## src/rtl/risc_spm_pkg.sv

```systemverilog
// Shared definitions for the RISC stored-program machine: opcodes, sequencer
// states, bus select codes and the register-load decode helper.
package risc_spm_pkg;

  localparam int WORD_WIDTH = 8;

  localparam logic [3:0] OP_NOP = 4'd0;
  localparam logic [3:0] OP_ADD = 4'd1;
  localparam logic [3:0] OP_SUB = 4'd2;
  localparam logic [3:0] OP_AND = 4'd3;
  localparam logic [3:0] OP_NOT = 4'd4;
  localparam logic [3:0] OP_RD  = 4'd5;
  localparam logic [3:0] OP_WR  = 4'd6;
  localparam logic [3:0] OP_BR  = 4'd7;
  localparam logic [3:0] OP_BRZ = 4'd8;
  localparam logic [3:0] OP_HLT = 4'd15;

  typedef enum logic [3:0] {
    S_idle = 4'd0,
    S_fet1 = 4'd1,
    S_fet2 = 4'd2,
    S_dec  = 4'd3,
    S_ex1  = 4'd4,
    S_rd1  = 4'd5,
    S_rd2  = 4'd6,
    S_wr1  = 4'd7,
    S_wr2  = 4'd8,
    S_br1  = 4'd9,
    S_br2  = 4'd10,
    S_halt = 4'd11
  } state_t;

  localparam logic [2:0] BUS1_R0 = 3'd0;
  localparam logic [2:0] BUS1_R1 = 3'd1;
  localparam logic [2:0] BUS1_R2 = 3'd2;
  localparam logic [2:0] BUS1_R3 = 3'd3;
  localparam logic [2:0] BUS1_PC = 3'd4;

  localparam logic [1:0] BUS2_ALU  = 2'd0;
  localparam logic [1:0] BUS2_BUS1 = 2'd1;
  localparam logic [1:0] BUS2_MEM  = 2'd2;

  // One-hot general-register load mask for a 2-bit register index.
  function automatic logic [3:0] reg_load_mask(input logic [1:0] idx);
    logic [3:0] mask;
    case (idx)
      2'd0:    mask = 4'b0001;
      2'd1:    mask = 4'b0010;
      2'd2:    mask = 4'b0100;
      2'd3:    mask = 4'b1000;
      default: mask = 4'b0000;
    endcase
    return mask;
  endfunction

endpackage

```

## src/rtl/control_unit.sv

```systemverilog
// Instruction-sequencing FSM for the RISC stored-program machine.
// Optional macro ILLEGAL_AS_NOP_EN: opcodes 9..14 decode as NOP instead of halting.
module control_unit
  import risc_spm_pkg::*;
#(
  parameter int WORD_WIDTH = 8
) (
  input  logic                  clk,
  input  logic                  rst,
  input  logic [WORD_WIDTH-1:0] instruction,
  input  logic                  zero,
  output logic                  Load_R0,
  output logic                  Load_R1,
  output logic                  Load_R2,
  output logic                  Load_R3,
  output logic                  Load_PC,
  output logic                  Inc_PC,
  output logic                  Load_IR,
  output logic                  Load_Add_R,
  output logic                  Load_Reg_Y,
  output logic                  Load_Reg_Z,
  output logic [2:0]            Sel_Bus_1_Mux,
  output logic [1:0]            Sel_Bus_2_Mux,
  output logic                  write
);

  state_t      state_r;
  state_t      next_state_s;
  logic [3:0]  load_r_s;
  logic [3:0]  opcode_s;
  logic [1:0]  src_s;
  logic [1:0]  dest_s;

  assign opcode_s = instruction[WORD_WIDTH-1 -: 4];
  assign src_s    = instruction[3:2];
  assign dest_s   = instruction[1:0];

  assign Load_R0 = load_r_s[0];
  assign Load_R1 = load_r_s[1];
  assign Load_R2 = load_r_s[2];
  assign Load_R3 = load_r_s[3];

  // State register with synchronous active-low reset.
  always_ff @(posedge clk) begin
    if (!rst) begin
      state_r <= S_idle;
    end else begin
      state_r <= next_state_s;
    end
  end

  // Next-state and strobe decode; reset low silences every output immediately.
  always_comb begin
    next_state_s  = S_idle;
    load_r_s      = 4'b0000;
    Load_PC       = 1'b0;
    Inc_PC        = 1'b0;
    Load_IR       = 1'b0;
    Load_Add_R    = 1'b0;
    Load_Reg_Y    = 1'b0;
    Load_Reg_Z    = 1'b0;
    Sel_Bus_1_Mux = BUS1_R0;
    Sel_Bus_2_Mux = BUS2_ALU;
    write         = 1'b0;

    if (rst) begin
      case (state_r)
        S_idle: begin
          next_state_s = S_fet1;
        end
        S_fet1: begin
          Sel_Bus_1_Mux = BUS1_PC;
          Sel_Bus_2_Mux = BUS2_BUS1;
          Load_Add_R    = 1'b1;
          Inc_PC        = 1'b1;
          next_state_s  = S_fet2;
        end
        S_fet2: begin
          Sel_Bus_2_Mux = BUS2_MEM;
          Load_IR       = 1'b1;
          next_state_s  = S_dec;
        end
        S_dec: begin
          case (opcode_s)
            OP_NOP: begin
              next_state_s = S_fet1;
            end
            OP_ADD, OP_SUB, OP_AND: begin
              Sel_Bus_1_Mux = {1'b0, src_s};
              Sel_Bus_2_Mux = BUS2_BUS1;
              Load_Reg_Y    = 1'b1;
              next_state_s  = S_ex1;
            end
            OP_NOT: begin
              Sel_Bus_1_Mux = {1'b0, src_s};
              Sel_Bus_2_Mux = BUS2_ALU;
              Load_Reg_Z    = 1'b1;
              load_r_s      = reg_load_mask(dest_s);
              next_state_s  = S_fet1;
            end
            OP_RD: begin
              Sel_Bus_1_Mux = BUS1_PC;
              Sel_Bus_2_Mux = BUS2_BUS1;
              Load_Add_R    = 1'b1;
              next_state_s  = S_rd1;
            end
            OP_WR: begin
              Sel_Bus_1_Mux = BUS1_PC;
              Sel_Bus_2_Mux = BUS2_BUS1;
              Load_Add_R    = 1'b1;
              next_state_s  = S_wr1;
            end
            OP_BR: begin
              Sel_Bus_1_Mux = BUS1_PC;
              Sel_Bus_2_Mux = BUS2_BUS1;
              Load_Add_R    = 1'b1;
              next_state_s  = S_br1;
            end
            OP_BRZ: begin
              if (zero) begin
                Sel_Bus_1_Mux = BUS1_PC;
                Sel_Bus_2_Mux = BUS2_BUS1;
                Load_Add_R    = 1'b1;
                next_state_s  = S_br1;
              end else begin
                // Not taken: step the PC over the address byte.
                Inc_PC       = 1'b1;
                next_state_s = S_fet1;
              end
            end
            OP_HLT: begin
              next_state_s = S_halt;
            end
            default: begin
`ifdef ILLEGAL_AS_NOP_EN
              next_state_s = S_fet1;
`else
              next_state_s = S_halt;
`endif
            end
          endcase
        end
        S_ex1: begin
          Sel_Bus_1_Mux = {1'b0, dest_s};
          Sel_Bus_2_Mux = BUS2_ALU;
          Load_Reg_Z    = 1'b1;
          load_r_s      = reg_load_mask(dest_s);
          next_state_s  = S_fet1;
        end
        S_rd1: begin
          Sel_Bus_2_Mux = BUS2_MEM;
          Load_Add_R    = 1'b1;
          Inc_PC        = 1'b1;
          next_state_s  = S_rd2;
        end
        S_rd2: begin
          Sel_Bus_2_Mux = BUS2_MEM;
          load_r_s      = reg_load_mask(dest_s);
          next_state_s  = S_fet1;
        end
        S_wr1: begin
          Sel_Bus_2_Mux = BUS2_MEM;
          Load_Add_R    = 1'b1;
          Inc_PC        = 1'b1;
          next_state_s  = S_wr2;
        end
        S_wr2: begin
          Sel_Bus_1_Mux = {1'b0, src_s};
          write         = 1'b1;
          next_state_s  = S_fet1;
        end
        S_br1: begin
          Sel_Bus_2_Mux = BUS2_MEM;
          Load_Add_R    = 1'b1;
          next_state_s  = S_br2;
        end
        S_br2: begin
          Sel_Bus_2_Mux = BUS2_MEM;
          Load_PC       = 1'b1;
          next_state_s  = S_fet1;
        end
        S_halt: begin
          next_state_s = S_halt;
        end
        default: begin
          next_state_s = S_idle;
        end
      endcase
    end else begin
      next_state_s = S_idle;
    end
  end

endmodule

```

## config.mk

```make
export PLATFORM = sky130hd
export DESIGN_NAME = control_unit
export DESIGN_NICKNAME = d
export VERILOG_FILES = /design/src/rtl/risc_spm_pkg.sv /design/src/rtl/control_unit.sv
export SDC_FILE = /design/constraint.sdc
export NUM_CORES = 1
export LEC_CHECK = 0
export ABC_AREA = 1
export BUFFER_PORTS_ARGS = -buffer_cell sky130_fd_sc_hd__buf_4
export CORE_AREA = 2 2 39 41
export CTS_CLUSTER_DIAMETER = 100
export DETAILED_ROUTE_END_ITERATION = 6
export DIE_AREA = 0 0 41 43
export PLACE_DENSITY = 0.75
export SLEW_MARGIN = 20
export SYNTH_ARGS = -nofsm -noshare
export SYNTH_HDL_FRONTEND = slang
export SYNTH_SLANG_ARGS = --single-unit
```

## constraint.sdc

```tcl
create_clock -name clk -period 3.5 [get_ports clk]
set_input_delay 0.875 -clock clk [delete_from_list [all_inputs] [get_ports clk]]
set_output_delay 0.875 -clock clk [all_outputs]
set_load 0.02 [all_outputs]
```

==> results of run 1 <==
-- cell usage after synthesis --
cell type / instances
nand2_1: 22
nand2_4: 1
clkbuf_1: 1
nor3_4: 1
nand3_1: 8
nand4_2: 1
a21oi_1: 10
nor4_1: 1
a21oi_2: 1
o31ai_1: 1
nand2_2: 2
nand4_1: 1
nor2_1: 15
o21ai_0: 7
nor2_2: 1
a211oi_1: 1
inv_2: 1
nor3_1: 5
inv_1: 19
nor2_8: 1
dfxtp_1: 4
or2_1: 1
-- cell type report --
| class | instances | share of cell area |
|---|---|---|
| well taps | 16 | 0.0249 |
| repair buffers | 26 | 0.243 |
| inverters | 20 | 0.0935 |
| multi-input cells | 80 | 0.511 |
| clock buffers | 3 | 0.0280 |
| flip-flops and latches | 4 | 0.0997 |
-- worst min-delay path: cells and delay by family, from the launching register on --
kind            cells  cell delay, ns
flops               1            0.35
simple gates        1            0.08
compound gates      1            0.05
-- stage by stage --
step / std cells / utilization / setup WS [ns]
after floorplan: 105 / - / 0.719
after global placement: 146 / 0.564 / 0.667
after detailed placement: 146 / 0.564 / 0.610
after CTS: 149 / 0.580 / 0.601
after global routing: 149 / 0.580 / 0.485
final: 149 / 0.580 / 0.598
-- per-layer routing --
metal	vias up	wire length (µm)
li1	396	-
met1	334	656
met2	38	772
met3	4	153
met4	0	28
met5	-	0
-- worst min path at each step --
stage / slack, ns / cells after the start / to
after floorplan: 0.50 / 2 / state_r[0]$_SDFF_PN0_
after global placement: 0.53 / 2 / state_r[0]$_SDFF_PN0_
after global routing: 0.56 / 2 / state_r[0]$_SDFF_PN0_
after detailed placement: 0.53 / 2 / state_r[0]$_SDFF_PN0_
final: 0.53 / 2 / state_r[0]$_SDFF_PN0_
after CTS: 0.54 / 2 / state_r[0]$_SDFF_PN0_
-- power by group --
| group | internal, mW | switching [mW] | total (mW) |
|---|---|---|---|
| registers | 0.0493 | 0.00582 | 0.0551 |
| clock network | 0.0383 | 0.0187 | 0.0571 |
| logic | 0.0313 | 0.0503 | 0.0816 |
-- cell families after synthesis --
group / Yosys count / synth area share
flip-flops: 4 / 0.141
buffers and inverters: 21 / 0.138
AO/OA/AOI/OAI: 20 / 0.191
AND/OR/NAND/NOR: 60 / 0.530
==> metrics.csv, run 1 <==
metric,value,unit
nets,146,
pwr dens,241,nW/µm²
DRC,0,
Yosys reg bits,4,
Resized cells post-CTS,0,
slowest cell on the critical path,nor2_1,
Synth top area share,0.145,
GRT Util Overall,0.212,
WL/cell,10.8,µm
CTS Sinks,4,
Die H,43,µm
Worst setup EP type,primary output,
layout cells sized above 1,0.286,
top fanout value on the critical path,5,
RR Startpoint,state_r[0]$_SDFF_PN0_,
Worst R2R Path Depth,5,
crit path to,Load_Add_R,
"Slew Viols, Final",0,
DRT iter0 DRCs,15,
Post CTS Setup Buffer Count,0,
worst r2r dst,state_r[2]$_SDFF_PN0_,
vias post-DR,772,
IO Pins,27,
RSZ-0062 raised after global routing,false,
vias per cell,5.18,
busiest metal layer after global routing,met2,
n_diodes,0,
Initial Util,0.411,
met1 Use GR,0.246,
vias in the first global route,692,
maximum clock rate,345,MHz
Synth area leader,nand2_1,
Setup TNS,0,ns
clk_lat worst skew,0.24,ns
largest registers in the final layout,state_r x4,
die width,41,µm
startpoint types,input pin,
DR pass1 iterations,4,
Core Rows,14,
area growth from synthesis to layout,41.1,%
number of buffers added on ports,26,
most flop-heavy register,state_r,
Worst Max-Slew Pin Slew,0.445,ns
met2 usage,0.347,
slew margin rel.,0.700,
number of H-tree levels,1,
CTS buffer count,3,
overall power,0.194,mW
Crit path top cell by count,buf_4,
Area contributors post-synth,"nand2_1 15%, dfxtp_1 14%, inv_1 13%",
design area,803,µm²
Synth Area per Inst,5.42,µm²
Critical Path Stages,7,
core box area,1380,µm²
"most common cell after layout, fill and taps aside",buf_4,
antenna violations before repair,0,
maximum VDD drop,0.167,mV
most frequent cells in the layout,"26 x buf_4, 22 x nand2_1, 19 x inv_1, 15 x nor2_1, 10 x a21oi_1",
gr ovfl total,0,
"critical path, cell by cell","buf_4, nor2_1, nand3_1, nor3_4, nor2_2, a21oi_1, buf_4",
cells after synthesis,105,
max cap viols,0,
DP HPWL,1.34,mm
Tcrit/Tclk final,0.829,
Final Hold Viols,0,
post-synthesis net count,116,
LEAKAGE,0.427,nW
Yosys Warn Count,0,
Synth Cell Area,569,µm²
synth unique cells,22,
Max Root-Sink Buffers,2,
Multi-input gate area,410,µm²
FF-to-FF setup slack,2.26,ns
CP startpoint,instruction[5],
CTS tree,built,
Tmin final,2.90,ns
min-delay worst type,reg -> reg,
pin count of the biggest net entering global routing,12,
register area,80.1,µm²
WP buf/inv,2,
family with the most delay on the worst path,simple AND/OR/NAND/NOR gates,
sequential cell area fraction in the yosys report,0.141,
Worst EP arrival,2.03,ns
first-pass GRT wire length,2.62,mm
crit-path max cell delay,0.28,ns
skew final,0.00333,ns
Setup CP Type,in -> out,
Filler Cells Inserted,145,
# setup viols final,0,
clock slew at reported path FFs,0.04,ns
die area,1760,µm²
final WL,1.61,mm
status,finished clean,
HP Start,state_r[1]$_SDFF_PN0_,
"Hold-fix buffers, CTS",0,
M3 GR Usage,0.0733,
GPL Wtd Cong,0.900,
DP Area,781,µm²
root buffer cell,clkbuf_4,
ANT nets after route,0,
Hold Slack,0.531,ns
worst path required time,2.62,ns
max reg flops,4,
Note: power is estimated with default switching activity, not from simulation.
==> run 2, diff against run 1 <==
Settings changed: CORE_AREA 2 2 39 41 to 2 2 41 43, DIE_AREA 0 0 41 43 to 0 0 43 45, PLACE_DENSITY 0.75 to 0.71.
Clock period 3.5 ns to 2.4 ns, I/O delays scaled along.
==> run 2 against run 1 <==
- cell area up 0.93%
- largest cell class unchanged
- utilization is 2.9 points lower
- combinational power rose by 48%
- count of clock-buffer cells in the layout unchanged
- largest power group unchanged
- via count decreased by 3.0%
- register-to-register slack got worse by 1.2 ns
- clock skew is 0.0015 ns higher
- sequential power grew 46%
==> metrics.csv, run 2 (synthesis gave the netlist of run 1 again) <==
metric,value,unit,change
status,finished clean,,unchanged
skew final,0.00480,ns,was 0.00333 ns
family with the most delay on the worst path,simple AND/OR/NAND/NOR gates,,unchanged
crit-path max cell delay,0.37,ns,was 0.28 ns
number of H-tree levels,1,,unchanged
layout cells sized above 1,0.291,,was 0.286
maximum clock rate,453,MHz,
Worst EP arrival,1.61,ns,was 2.03 ns
Setup TNS,0,ns,unchanged
DP HPWL,1.40,mm,was 1.34 mm
FF-to-FF setup slack,1.10,ns,was 2.26 ns
RSZ-0062 raised after global routing,false,,unchanged
top fanout value on the critical path,5,,unchanged
number of buffers added on ports,26,,unchanged
Tmin final,2.21,ns,
"critical path, cell by cell","inv_1, nor2_1, nand3_1, o21ai_0, inv_1, a21oi_1, buf_4",,"was buf_4, nor2_1, nand3_1, nor3_4, nor2_2, a21oi_1, buf_4"
Worst Hold Endpoint,state_r[0]$_SDFF_PN0_,,unchanged
slowest cell on the critical path,dfxtp_1,,was nor2_1
pwr dens,350,nW/µm²,was 241 nW/µm²
RR Startpoint,state_r[3]$_SDFF_PN0_,,was state_r[0]$_SDFF_PN0_
design area,811,µm²,was 803 µm²
vias in the first global route,718,,was 692
"most common cell after layout, fill and taps aside",buf_4,,unchanged
Max Root-Sink Buffers,2,,unchanged
IO Pins,27,,unchanged
Post CTS Setup Buffer Count,0,,unchanged
most flop-heavy register,state_r,,unchanged
"Slew Viols, Final",0,,unchanged
GPL Wtd Cong,0.842,,was 0.900
CTS buffer count,3,,unchanged
WL/cell,11.1,µm,was 10.8 µm
maximum VDD drop,0.393,mV,was 0.167 mV
nets,147,,was 146
Die H,45,µm,was 43 µm
Setup CP Type,reg -> out,,was in -> out
largest registers in the final layout,state_r x4,,unchanged
ANT nets after route,0,,unchanged
DRC,0,,unchanged
gr ovfl total,0,,unchanged
Resized cells post-CTS,0,,unchanged
area growth from synthesis to layout,42.4,%,was 41.1%
first-pass GRT wire length,2.74,mm,was 2.62 mm
worst hold stages,2,,unchanged
clock slew at reported path FFs,0.04,ns,about the same
core box area,1470,µm²,was 1380 µm²
HP Start,state_r[1]$_SDFF_PN0_,,unchanged
vias per cell,4.99,,was 5.18
CTS Sinks,4,,unchanged
max cap viols,0,,unchanged
die width,43,µm,was 41 µm
Worst setup EP type,primary output,,unchanged
Worst Max-Slew Pin Slew,0.433,ns,was 0.445 ns
"Hold-fix buffers, CTS",0,,unchanged
DRT iter0 DRCs,25,,was 15
Final Hold Viols,0,,unchanged
pin count of the biggest net entering global routing,12,,unchanged
# setup viols final,0,,unchanged
GRT Util Overall,0.187,,was 0.212
Core Rows,14,,unchanged
worst path required time,1.80,ns,was 2.62 ns
root buffer cell,clkbuf_4,,unchanged
LEAKAGE,0.432,nW,was 0.427 nW
Crit path top cell by count,inv_1,,was buf_4
min-delay worst type,reg -> reg,,unchanged
antenna violations before repair,0,,unchanged
slew margin rel.,0.708,,was 0.700
clk_lat worst skew,0.23,ns,was 0.24 ns
setup slack after layout,0.192,ns,was 0.598 ns
Worst R2R Path Depth,6,,was 5
worst r2r dst,state_r[1]$_SDFF_PN0_,,was state_r[2]$_SDFF_PN0_
most frequent cells in the layout,"27 x buf_4, 22 x nand2_1, 19 x inv_1, 15 x nor2_1, 10 x a21oi_1",,"was 26 x buf_4, 22 x nand2_1, 19 x inv_1, 15 x nor2_1, 10 x a21oi_1"
Tcrit/Tclk final,0.920,,
startpoint types,flip-flop,,was input pin
max reg flops,4,,unchanged
DP Area,788,µm²,was 781 µm²
final WL,1.67,mm,was 1.61 mm
"worst slack, placed",0.195,ns,was 0.610 ns
die area,1940,µm²,was 1760 µm²
Initial Util,0.387,,was 0.411
vias post-DR,749,,was 772
CTS tree,built,,unchanged
n_diodes,0,,unchanged
DR pass1 iterations,4,,unchanged
WP buf/inv,3,,was 2
## run 2: layout make-up
type | instances | area [µm²]
fillers | 160 | 661
multi-input cells | 80 | 410
repair buffers | 27 | 203
flip-flops and latches | 4 | 80.1
inverters | 20 | 75.1
clock buffers | 3 | 22.5
well taps | 16 | 20.0
## run 2: how the worst max path moves through the flow
stage | from | to | slack, ns | cells after the start
floorplan | instruction[5] | Inc_PC | 0.17 | 3
CTS | instruction[5] | Load_R1 | 0.19 | 8
detailed placement | instruction[5] | Load_R1 | 0.19 | 8
finish | state_r[3]$_SDFF_PN0_ | Sel_Bus_1_Mux[1] | 0.19 | 7
global route | instruction[5] | Load_R1 | 0.03 | 8
global placement | instruction[5] | Sel_Bus_1_Mux[2] | 0.24 | 7
## run 2: where the power goes
| part | switching, mW | internal, mW |
|---|---|---|
| Clock | 0.0262 | 0.0558 |
| Sequential | 0.00842 | 0.0719 |
| Combinational | 0.0747 | 0.0467 |
| Total | 0.109 | 0.174 |
## run 2: routing by layer
metal	vias up	wire, µm	track usage
li1	397	-	-
met1	316	702	0.192
met2	34	801	0.358
met3	2	153	0.0720
met4	0	8	0.0485
met5	-	0	0
## run 2: stage by stage
step	hold WS, ns	utilization	instances	power, mW
finish	0.522	0.551	150	0.284
global route	0.575	0.551	150	0.308
CTS	0.524	0.551	150	0.289
detailed placement	0.522	0.536	147	0.202
global placement	0.516	0.536	147	0.201
floorplan	0.498	-	105	0.156
## run 2: tightest hold or removal path, cell delays in order (launching register included)
cell,delay (ns)
dfxtp_1,0.34
nand2_1,0.08
a21oi_1,0.05
